File: src/rtl/inst_bus_responder_pkg.sv
// Shared constants, FSM encoding and helpers for the instruction bus responder.
package inst_bus_responder_pkg;

    localparam int LINE_W = 128;
    localparam int ADDR_W = 32;

    typedef logic [ADDR_W-1:0] addr_t;
    typedef logic [LINE_W-1:0] line_t;

    typedef enum logic [1:0] {
        ST_IDLE     = 2'd0,
        ST_WAIT_MEM = 2'd1,
        ST_RESP     = 2'd2
    } mem_state_t;

    // Strip the byte offset within a 16-byte line.
    function automatic addr_t line_addr(input addr_t a);
        return {a[ADDR_W-1:4], 4'b0000};
    endfunction

endpackage

File: src/rtl/inst_bus_responder_if.sv
// Fetch-side and memory-side signals of the instruction bus responder.
// slave = the responder itself; master = fetch stage plus backing memory.
interface inst_bus_responder_if;
    import inst_bus_responder_pkg::*;

    logic  inst_req;
    addr_t inst_addr;
    logic  inst_addr_ok;
    line_t inst_rdata;
    logic  inst_data_ok;
    logic  inst_flush;
    logic  mem_en;
    addr_t mem_addr;
    line_t mem_rdata;
    logic  mem_rvalid;

    modport slave (
        input  inst_req, inst_addr, inst_flush, mem_rdata, mem_rvalid,
        output inst_addr_ok, inst_rdata, inst_data_ok, mem_en, mem_addr
    );

    modport master (
        output inst_req, inst_addr, inst_flush, mem_rdata, mem_rvalid,
        input  inst_addr_ok, inst_rdata, inst_data_ok, mem_en, mem_addr
    );

endinterface

File: src/rtl/inst_bus_responder_fifo.sv
// inst_req_fifo: small address FIFO of accepted-but-unanswered line requests.
// Wrapping pointers plus an occupancy count; head is readable in the same cycle.
module inst_req_fifo
    import inst_bus_responder_pkg::*;
#(
    parameter int DEPTH = 2
) (
    input  logic  clk,
    input  logic  rst,
    input  logic  push,
    input  addr_t push_addr,
    input  logic  pop,
    output logic  full,
    output logic  empty,
    output addr_t head
);

    localparam int PTR_W = (DEPTH > 1) ? $clog2(DEPTH) : 1;

    logic [PTR_W-1:0] wr_ptr_reg;
    logic [PTR_W-1:0] rd_ptr_reg;
    logic [PTR_W:0]   count_reg;
    addr_t            slot_reg [DEPTH];
    logic             push_ok;
    logic             pop_ok;

    assign full    = (count_reg == (PTR_W+1)'(DEPTH));
    assign empty   = (count_reg == '0);
    assign push_ok = push && !full;
    assign pop_ok  = pop && !empty;
    assign head    = slot_reg[rd_ptr_reg];

    always_ff @(posedge clk) begin
        if (!rst) begin
            wr_ptr_reg <= '0;
            rd_ptr_reg <= '0;
            count_reg  <= '0;
        end else begin
            if (push_ok) wr_ptr_reg <= wr_ptr_reg + PTR_W'(1);
            if (pop_ok)  rd_ptr_reg <= rd_ptr_reg + PTR_W'(1);
            case ({push_ok, pop_ok})
                2'b10:   count_reg <= count_reg + (PTR_W+1)'(1);
                2'b01:   count_reg <= count_reg - (PTR_W+1)'(1);
                default: count_reg <= count_reg;
            endcase
        end
    end

    // Slot storage needs no reset: it is only read while the count says it is live.
    generate
        for (genvar gi = 0; gi < DEPTH; gi++) begin : g_slot
            always_ff @(posedge clk) begin
                if (push_ok && (wr_ptr_reg == PTR_W'(gi)))
                    slot_reg[gi] <= push_addr;
            end
        end
    endgenerate

endmodule

File: src/rtl/inst_bus_responder.sv
// Instruction fetch responder: queues line requests, reads lines one at a time
// from memory and answers in order. Optional one-line buffer: INST_RESP_LINEBUF_EN.
module inst_bus_responder
    import inst_bus_responder_pkg::*;
#(
    parameter int FIFO_DEPTH = 2
) (
    input  logic                 clk,
    input  logic                 rst,
    inst_bus_responder_if.slave  bus
);

    mem_state_t state_reg;
    mem_state_t state_next;
    logic       fifo_full;
    logic       fifo_empty;
    addr_t      fifo_head;
    logic       handshake;
    logic       hit;
    logic       hit_pending;
    logic       push;
    logic       pop;
    logic       load;
    logic       resp;
    logic       mem_en_c;
    line_t      rdata_reg;

    assign handshake = bus.inst_req && !fifo_full;
    assign push      = handshake && !hit;

    inst_req_fifo #(
        .DEPTH (FIFO_DEPTH)
    ) u_fifo (
        .clk       (clk),
        .rst       (rst),
        .push      (push),
        .push_addr (line_addr(bus.inst_addr)),
        .pop       (pop),
        .full      (fifo_full),
        .empty     (fifo_empty),
        .head      (fifo_head)
    );

`ifdef INST_RESP_LINEBUF_EN
    logic                buf_valid_reg;
    logic [ADDR_W-1:4]   buf_tag_reg;
    line_t               buf_data_reg;
    logic                hit_pending_reg;

    // A hit is only safe with nothing queued ahead of it, else ordering breaks.
    assign hit = handshake && !bus.inst_flush && buf_valid_reg && fifo_empty
                 && (state_reg == ST_IDLE)
                 && (buf_tag_reg == bus.inst_addr[ADDR_W-1:4]);
    assign hit_pending = hit_pending_reg;

    always_ff @(posedge clk) begin
        if (!rst) begin
            buf_valid_reg   <= 1'b0;
            hit_pending_reg <= 1'b0;
        end else begin
            hit_pending_reg <= hit;
            if (bus.inst_flush) begin
                buf_valid_reg <= 1'b0;
            end else if (resp) begin
                buf_valid_reg <= 1'b1;
                buf_tag_reg   <= fifo_head[ADDR_W-1:4];
                buf_data_reg  <= rdata_reg;
            end
        end
    end
`else
    logic unused_flush;
    assign hit          = 1'b0;
    assign hit_pending  = 1'b0;
    assign unused_flush = bus.inst_flush;
`endif

    always_ff @(posedge clk) begin
        if (!rst) state_reg <= ST_IDLE;
        else      state_reg <= state_next;
    end

    always_comb begin
        state_next = state_reg;
        mem_en_c   = 1'b0;
        pop        = 1'b0;
        load       = 1'b0;
        resp       = 1'b0;
        case (state_reg)
            ST_IDLE: begin
                if (!fifo_empty) begin
                    mem_en_c   = 1'b1;
                    state_next = ST_WAIT_MEM;
                end
            end
            ST_WAIT_MEM: begin
                if (bus.mem_rvalid) begin
                    load       = 1'b1;
                    state_next = ST_RESP;
                end
            end
            ST_RESP: begin
                resp       = 1'b1;
                pop        = 1'b1;
                state_next = ST_IDLE;
            end
            default: state_next = ST_IDLE;
        endcase
    end

    // Response data holds until the next load so the consumer can sample late.
    always_ff @(posedge clk) begin
        if (!rst) begin
            rdata_reg <= '0;
        end else if (load) begin
            rdata_reg <= bus.mem_rdata;
        end
`ifdef INST_RESP_LINEBUF_EN
        else if (hit) begin
            rdata_reg <= buf_data_reg;
        end
`endif
    end

    assign bus.inst_addr_ok = !fifo_full;
    assign bus.inst_data_ok = resp || hit_pending;
    assign bus.inst_rdata   = rdata_reg;
    assign bus.mem_en       = mem_en_c;
    assign bus.mem_addr     = mem_en_c ? fifo_head : '0;

endmodule

File: src/flat_wrapper.sv
// flat-port wrapper written by rule: the top's interface ports become plain ports
module inst_bus_responder_flat import inst_bus_responder_pkg::*;
#(
    parameter int FIFO_DEPTH = 2
)
  (clk, rst, bus_inst_req, bus_inst_addr, bus_inst_flush, bus_mem_rdata, bus_mem_rvalid, bus_inst_addr_ok, bus_inst_rdata, bus_inst_data_ok, bus_mem_en, bus_mem_addr);
  inst_bus_responder_if bus_i ();
  input  logic clk;
  input  logic rst;
  input wire logic [$bits(bus_i.inst_req)-1:0] bus_inst_req;
  input wire logic [$bits(bus_i.inst_addr)-1:0] bus_inst_addr;
  input wire logic [$bits(bus_i.inst_flush)-1:0] bus_inst_flush;
  input wire logic [$bits(bus_i.mem_rdata)-1:0] bus_mem_rdata;
  input wire logic [$bits(bus_i.mem_rvalid)-1:0] bus_mem_rvalid;
  output wire logic [$bits(bus_i.inst_addr_ok)-1:0] bus_inst_addr_ok;
  output wire logic [$bits(bus_i.inst_rdata)-1:0] bus_inst_rdata;
  output wire logic [$bits(bus_i.inst_data_ok)-1:0] bus_inst_data_ok;
  output wire logic [$bits(bus_i.mem_en)-1:0] bus_mem_en;
  output wire logic [$bits(bus_i.mem_addr)-1:0] bus_mem_addr;
  assign bus_i.inst_req = bus_inst_req;
  assign bus_i.inst_addr = bus_inst_addr;
  assign bus_i.inst_flush = bus_inst_flush;
  assign bus_i.mem_rdata = bus_mem_rdata;
  assign bus_i.mem_rvalid = bus_mem_rvalid;
  assign bus_inst_addr_ok = bus_i.inst_addr_ok;
  assign bus_inst_rdata = bus_i.inst_rdata;
  assign bus_inst_data_ok = bus_i.inst_data_ok;
  assign bus_mem_en = bus_i.mem_en;
  assign bus_mem_addr = bus_i.mem_addr;
  inst_bus_responder #(.FIFO_DEPTH(FIFO_DEPTH)) u_core (.clk(clk), .rst(rst), .bus(bus_i));
endmodule
File: config.mk
export PLATFORM = sky130hd
export DESIGN_NAME = inst_bus_responder_flat
export DESIGN_NICKNAME = d
export VERILOG_FILES = /design/src/rtl/inst_bus_responder_pkg.sv /design/src/rtl/inst_bus_responder_if.sv /design/src/rtl/inst_bus_responder_fifo.sv /design/src/rtl/inst_bus_responder.sv /design/src/flat_wrapper.sv
export SDC_FILE = /design/constraint.sdc
export NUM_CORES = 1
export LEC_CHECK = 0
export CAP_MARGIN = 30
export CELL_PAD_IN_SITES_DETAIL_PLACEMENT = 1
export CELL_PAD_IN_SITES_GLOBAL_PLACEMENT = 1
export CORE_MARGIN = 4
export CORE_UTILIZATION = 35
export CTS_CLUSTER_DIAMETER = 200
export DETAILED_ROUTE_END_ITERATION = 12
export GPL_ROUTABILITY_DRIVEN = 0
export PLACE_DENSITY = 0.9
export REMOVE_ABC_BUFFERS = 1
export SLEW_MARGIN = 20
export SYNTH_ARGS = -nofsm -noshare
export SYNTH_HDL_FRONTEND = slang
export SYNTH_HIERARCHICAL = 1
export SYNTH_SLANG_ARGS = --single-unit
File: constraint.sdc
create_clock -name clk -period 6.5 [get_ports clk]
set_input_delay 1.3 -clock clk [delete_from_list [all_inputs] [get_ports clk]]
set_output_delay 1.3 -clock clk [all_outputs]
set_load 0.005 [all_outputs]
# Yosys cells after proc, flatten, opt, wreduce, memory -nomap -nowiden
# Memory sizes are Yosys's and may differ from the RTL's. A register that Yosys moved wholly into a read port is not among the register bits.
# Cells that the tools add are included.
[classes]
add_sub_neg = 4
eq_ne = 7
n_mux = 19
bitwise = 1
reduce_logical = 12
[ops]
columns = ["operator", "count"]
rows = [
  ["2-to-1 mux 32 bit", 1],
  ["2-to-1 mux 28 bit", 1],
  ["OR reduction 28 bit", 1],
  ["2-to-1 mux 1 bit", 13],
  ["one-hot mux 2 bit (2 select lines)", 2],
  ["== test 2 bit (second input constant)", 3],
  ["logical AND 1 bit", 5],
  ["== test 2 x 1 -> 1 bit (second input constant)", 2],
  ["logical NOT 2 bit", 2],
  ["2-to-1 mux 2 bit", 2],
  ["!= test 2 bit (second input constant)", 2],
  ["adder 1 bit (second input constant)", 2],
  ["adder 2 x 1 -> 2 bit (second input constant)", 1],
  ["logical NOT 1 bit", 2],
  ["AND reduction 2 bit", 1],
  ["nonzero test 2 bit", 1],
  ["subtractor 2 x 1 -> 2 bit (second input constant)", 1],
  ["NOT 1 bit", 1],
]
[word_totals]
register_bits = 134
memories = 1
wordCells = 49
output_inout_bits = 163
ramBits = 56
input_bits = 165
[memory_table]
columns = ["name", "words", "word_bits", "read_ports", "rd_clocked_by_memory_dff", "wr", "line_no", "rtl"]
rows = [
  ["u_core.u_fifo.slot_reg", 2, 28, 1, 1, 1, "inst_bus_responder_fifo.sv:23", "addr_t slot_reg [DEPTH];"],
]

# Longest topological paths before layout
[depth]
word_depth = 9
ltp_mapped = 8
mapped_depth_nobuf = 8

# Modules after synthesis
# Netlist, hierarchy kept.
[modules_own_cells]
columns = ["module", "cells_per_inst", "instances", "area_each_um2", "seq_area_each_um2"]
rows = [
  ["inst_bus_responder", 604, 1, 5445.2, 2602.5],
  ["inst_req_fifo", 126, 1, 2537.4, 2021.9],
]

# Worst setup path before layout
# Ideal clock, no wire load.
[synth_timing]
kind = "in2reg"
startpoint = "in bus_inst_req"
endpoint = "mem u_core/u_fifo/slot_reg[0][0] (netlist name) (enable)"
stages = 4
arrival_time_ns = 2.523
required_ns = 6.113
slack_ns = 3.591
setup_time_ns = 0.387
cell_sequence = "nor2b_1 inv_1 or3_1 inv_1"
[synth_between]
elab_chain_len = 7
word_cells_on_any_way = 11
cone_classes = "mux (6); reduce/logical (5)"
[synth_lines]
columns = ["item", "line_no", "rtl"]
rows = [
  ["from (decl)", "flat_wrapper.sv:10", "input wire logic [$bits(bus_i.inst_req)-1:0] bus_inst_req;"],
  ["logical AND 1 bit (*)", "inst_bus_responder.sv:28", "assign handshake = bus.inst_req && !fifo_full;"],
  ["logical AND 1 bit (*)", "inst_bus_responder_fifo.sv:29", "assign push_ok = push && !full;"],
  ["logical AND 1 bit", "inst_bus_responder_fifo.sv:53", "if (push_ok && (wr_ptr_reg == PTR_W'(gi)))"],
  ["2-to-1 mux 1 bit", "inst_bus_responder_fifo.sv:53", ""],
  ["2-to-1 mux 1 bit (not written as such)", "inst_bus_responder_fifo.sv:54", "slot_reg[gi] <= push_addr;"],
  ["OR reduction 28 bit (no line)", "--", ""],
  ["2-to-1 mux 1 bit (no line)", "--", ""],
  ["to (decl)", "inst_bus_responder_fifo.sv:23", ""],
]
# Mark *: on every way between the ends. The rest lies on a longest branch, timed or not.

==> flow_summary.toml <==
[timing]
maxSlewViolCount = 0
max_freq_mhz = 284
clock_skew_ps = 8.40
relSlewSlack_pct = 38.4
setup_violations = 0
fin_hold_ws_ps = 457
period_share_pct = 54.1
rsz0062_at_grt = "no"
setup_tns_ps = 0
hold_viol_final = 0
max_slew.worst_pin.slew_ps = 924
fin_crit_ps = 3520

[placement]
placed_area_sq_mm = 0.0113
port_buffers = 322
dp_hpwl_mm = 17.9

[global_routing]
grt_max_degree = 132
grt_pass1_wl_mm = 38.8
antenna_found_initial = 0
gr-total-overflow = 0
groute.usage.overall_pct = 19.3
grt_pass1_vias = 6919

[clocking]
cts_hold_buf = 0
clk_latency_ps = 430
cts.sinks = 199
cts_tree = "built"
clkTransAtPathRegs_ps = 80
cts-root-buf = "clkbuf_16"
post_cts_buffers = 0
numCtsBuffers = 17
clockBufferDepth = 2
cts.repair.resized = 0
cts_htree_levels = 4

[critical_path]
reg2reg_slack_ps = 4200
critPathRequiredTime_ps = 5200
r2r-start = "u_core/state_reg[0]$_SDFFE_PN0P_"
end_kind = "output pin"
cp_max_fo = 31
reg2reg_depth = 4
path_delay_family = "buffers and inverters"
crit_buf_inv = 2
cp_data_arrival_time_ps = 2220
path_cells = "buf_4, mux2_2, and2_1, clkdlybuf4s50_1"
start_kind = "register"
path_class = "reg -> out"
slowest_delay_ps = 470
reg2reg_to = "u_core/bus.inst_rdata[66]$_SDFFE_PN0P_"
cp_slowest_cell = "clkdlybuf4s50_1"

[floorplan]
die-area_sq_mm = 0.0253
start_util_pct = 36.0
ios = 328
die_height_microns = 159
row_count = 54
die_x_microns = 159
coreArea_sq_mm = 0.0222

[route]
drtIter0Drc = 245
firstDrtPassIters = 6
routed_via_density = 4.70
totalWireLength_mm = 24.7
postRouteAntennaNets = 0
routed-via-count = 6236
post_drt_wl_per_cell_microns = 18.6
drc_errors = 0

[synth]
yosysUniqueCellTypes = 29
synth_edf_count = 64
avgSynthCellArea_sq_um = 10.9
yosysSeqAreaShare_pct = 57.9
synth_common_cells = "nand2_1 (258), dfxtp_1 (135), mux2i_1 (128), edfxtp_1 (64), and2_1 (33)"
yosysMostFrequentCell = "nand2_1"
yosys-top-cells-area = "dfxtp_1 (34%), edfxtp_1 (24%), mux2i_1 (16%)"
synth_warnings = 6
netlist_area_sq_mm = 0.00798
yosys.area.top_type = "dfxtp_1"
ys_ff_latch = 199
async_flop_share_pct = 0
ys.flop_type = "dfxtp_1"
syn_inst = 730
synth_top_cell_area_share_pct = 33.9

[cells_and_area]
utilization_pct = 53.8
fillCellCount = 2343
antenna_cells = 0
drive_above_1_share_pct = 6.20
area_growth_pct = 49.4
largest_reg_flops = 128
nets = 1201
postLayoutCellArea_sq_mm = 0.0119

[power_and_ir_drop]
powerDensity_mw_per_mm2 = 272
internal_power_w = 0.00237
leakage_nw = 4.26
pwr-share-comb_pct = 21.5
clkPwrFrac_pct = 33.6
ir_worst_vdd_mv = 0.154
p_total_w = 0.00324
swShare_pct = 27.1
pwr-share-seq_pct = 44.9
power_switching_w = 0.000878

[status]
status = "finished clean"

[hold_path]
holdPathStages = 2
hold_end = "u_core/bus.inst_rdata[89]$_SDFFE_PN0P_"
hp-class = "reg -> reg"
min-delay-start = "u_core/bus.inst_rdata[89]$_SDFFE_PN0P_"

[run]
drv_cap = 0
stage by stage:
stage	worst slack [ps]	std cells
after detailed placement	2860	1296
after floorplan	413	686
after global routing	2870	1328
after global placement	2860	1295
after CTS	2960	1328
final	2980	1328
worst max-delay path by stage:
stage,startpoint,end,slack (ps),cells after the start
after floorplan,bus_mem_rvalid,u_core/bus.inst_rdata[0]$_SDFFE_PN0P_,410,2
after global placement,bus_mem_rvalid,u_core/bus.inst_rdata[81]$_SDFFE_PN0P_,2860,4
after global routing,register,bus_mem_addr[25],2870,4
after CTS,register,bus_mem_addr[25],2960,4
final,register,bus_mem_addr[25],2980,4
after detailed placement,bus_mem_rvalid,u_core/bus.inst_rdata[79]$_SDFFE_PN0P_,2860,5
per-layer routing:
layer	global-route usage [%]	part of all wire, %	vias to the layer above
met5	0	0	-
met4	4.97	1.5	0
met3	9.45	11	25
met2	34.9	51	225
met1	20.1	37	2977
li1	-	-	3009
placed cells by master, fill, tap and decap left out, types with 8 or more instances in the layout:
cell and n:
edfxtp_1 64, clkdlybuf4s50_1 321, conb_1 8, and2_1 33, mux2_2 21, dfxtp_1 135, mux2_1 11, nand2_1 258
clkbuf_16 17, mux2i_1 128
worst register-to-register path: cells and delay by family (launching register included):
family | cells | cell delay (ps)
muxes | 1 | 390
and+or+nand+nor | 1 | 640
buffers and inverters | 2 | 750
DFF | 1 | 420
area by class of cell:
cell class	instances	area [sq um]	area share [%]
repair buffers	330	3310	27.7
inverters	4	15.0	0.126
well taps	280	350	2.94
clock buffers	17	425	3.57
multi-input cells	483	3020	25.3
flip-flops and latches	199	4620	38.8
clock inverters	15	181	1.52
kinds of logic (layout without fill, tap and decap cells):
family          count (synthesis)  in the layout  synth area share, %
simple gates                  306            306                 15.9
flops                         199            199                 57.9
mux                           160            160                 20.6
buf+inv                        55            366                 4.67
compound gates                  5              5                0.408
xor+xnor                        3              3                0.329
fa+ha+maj                       1              1                0.157
other cells                     1              8               0.0470
power groups by stage:
stage | registers (W) | clock network, W | logic, W
final | 0.00146 | 0.00109 | 0.000697
after global routing | 0.00147 | 0.00118 | 0.000755
after CTS | 0.00146 | 0.00113 | 0.000711
after detailed placement | 0.00148 | 0 | 0.000705
after global placement | 0.00147 | 0 | 0.000684
after floorplan | 0.00148 | 0 | 0.000302
No activity file was read; power rests on OpenSTA's default activity.
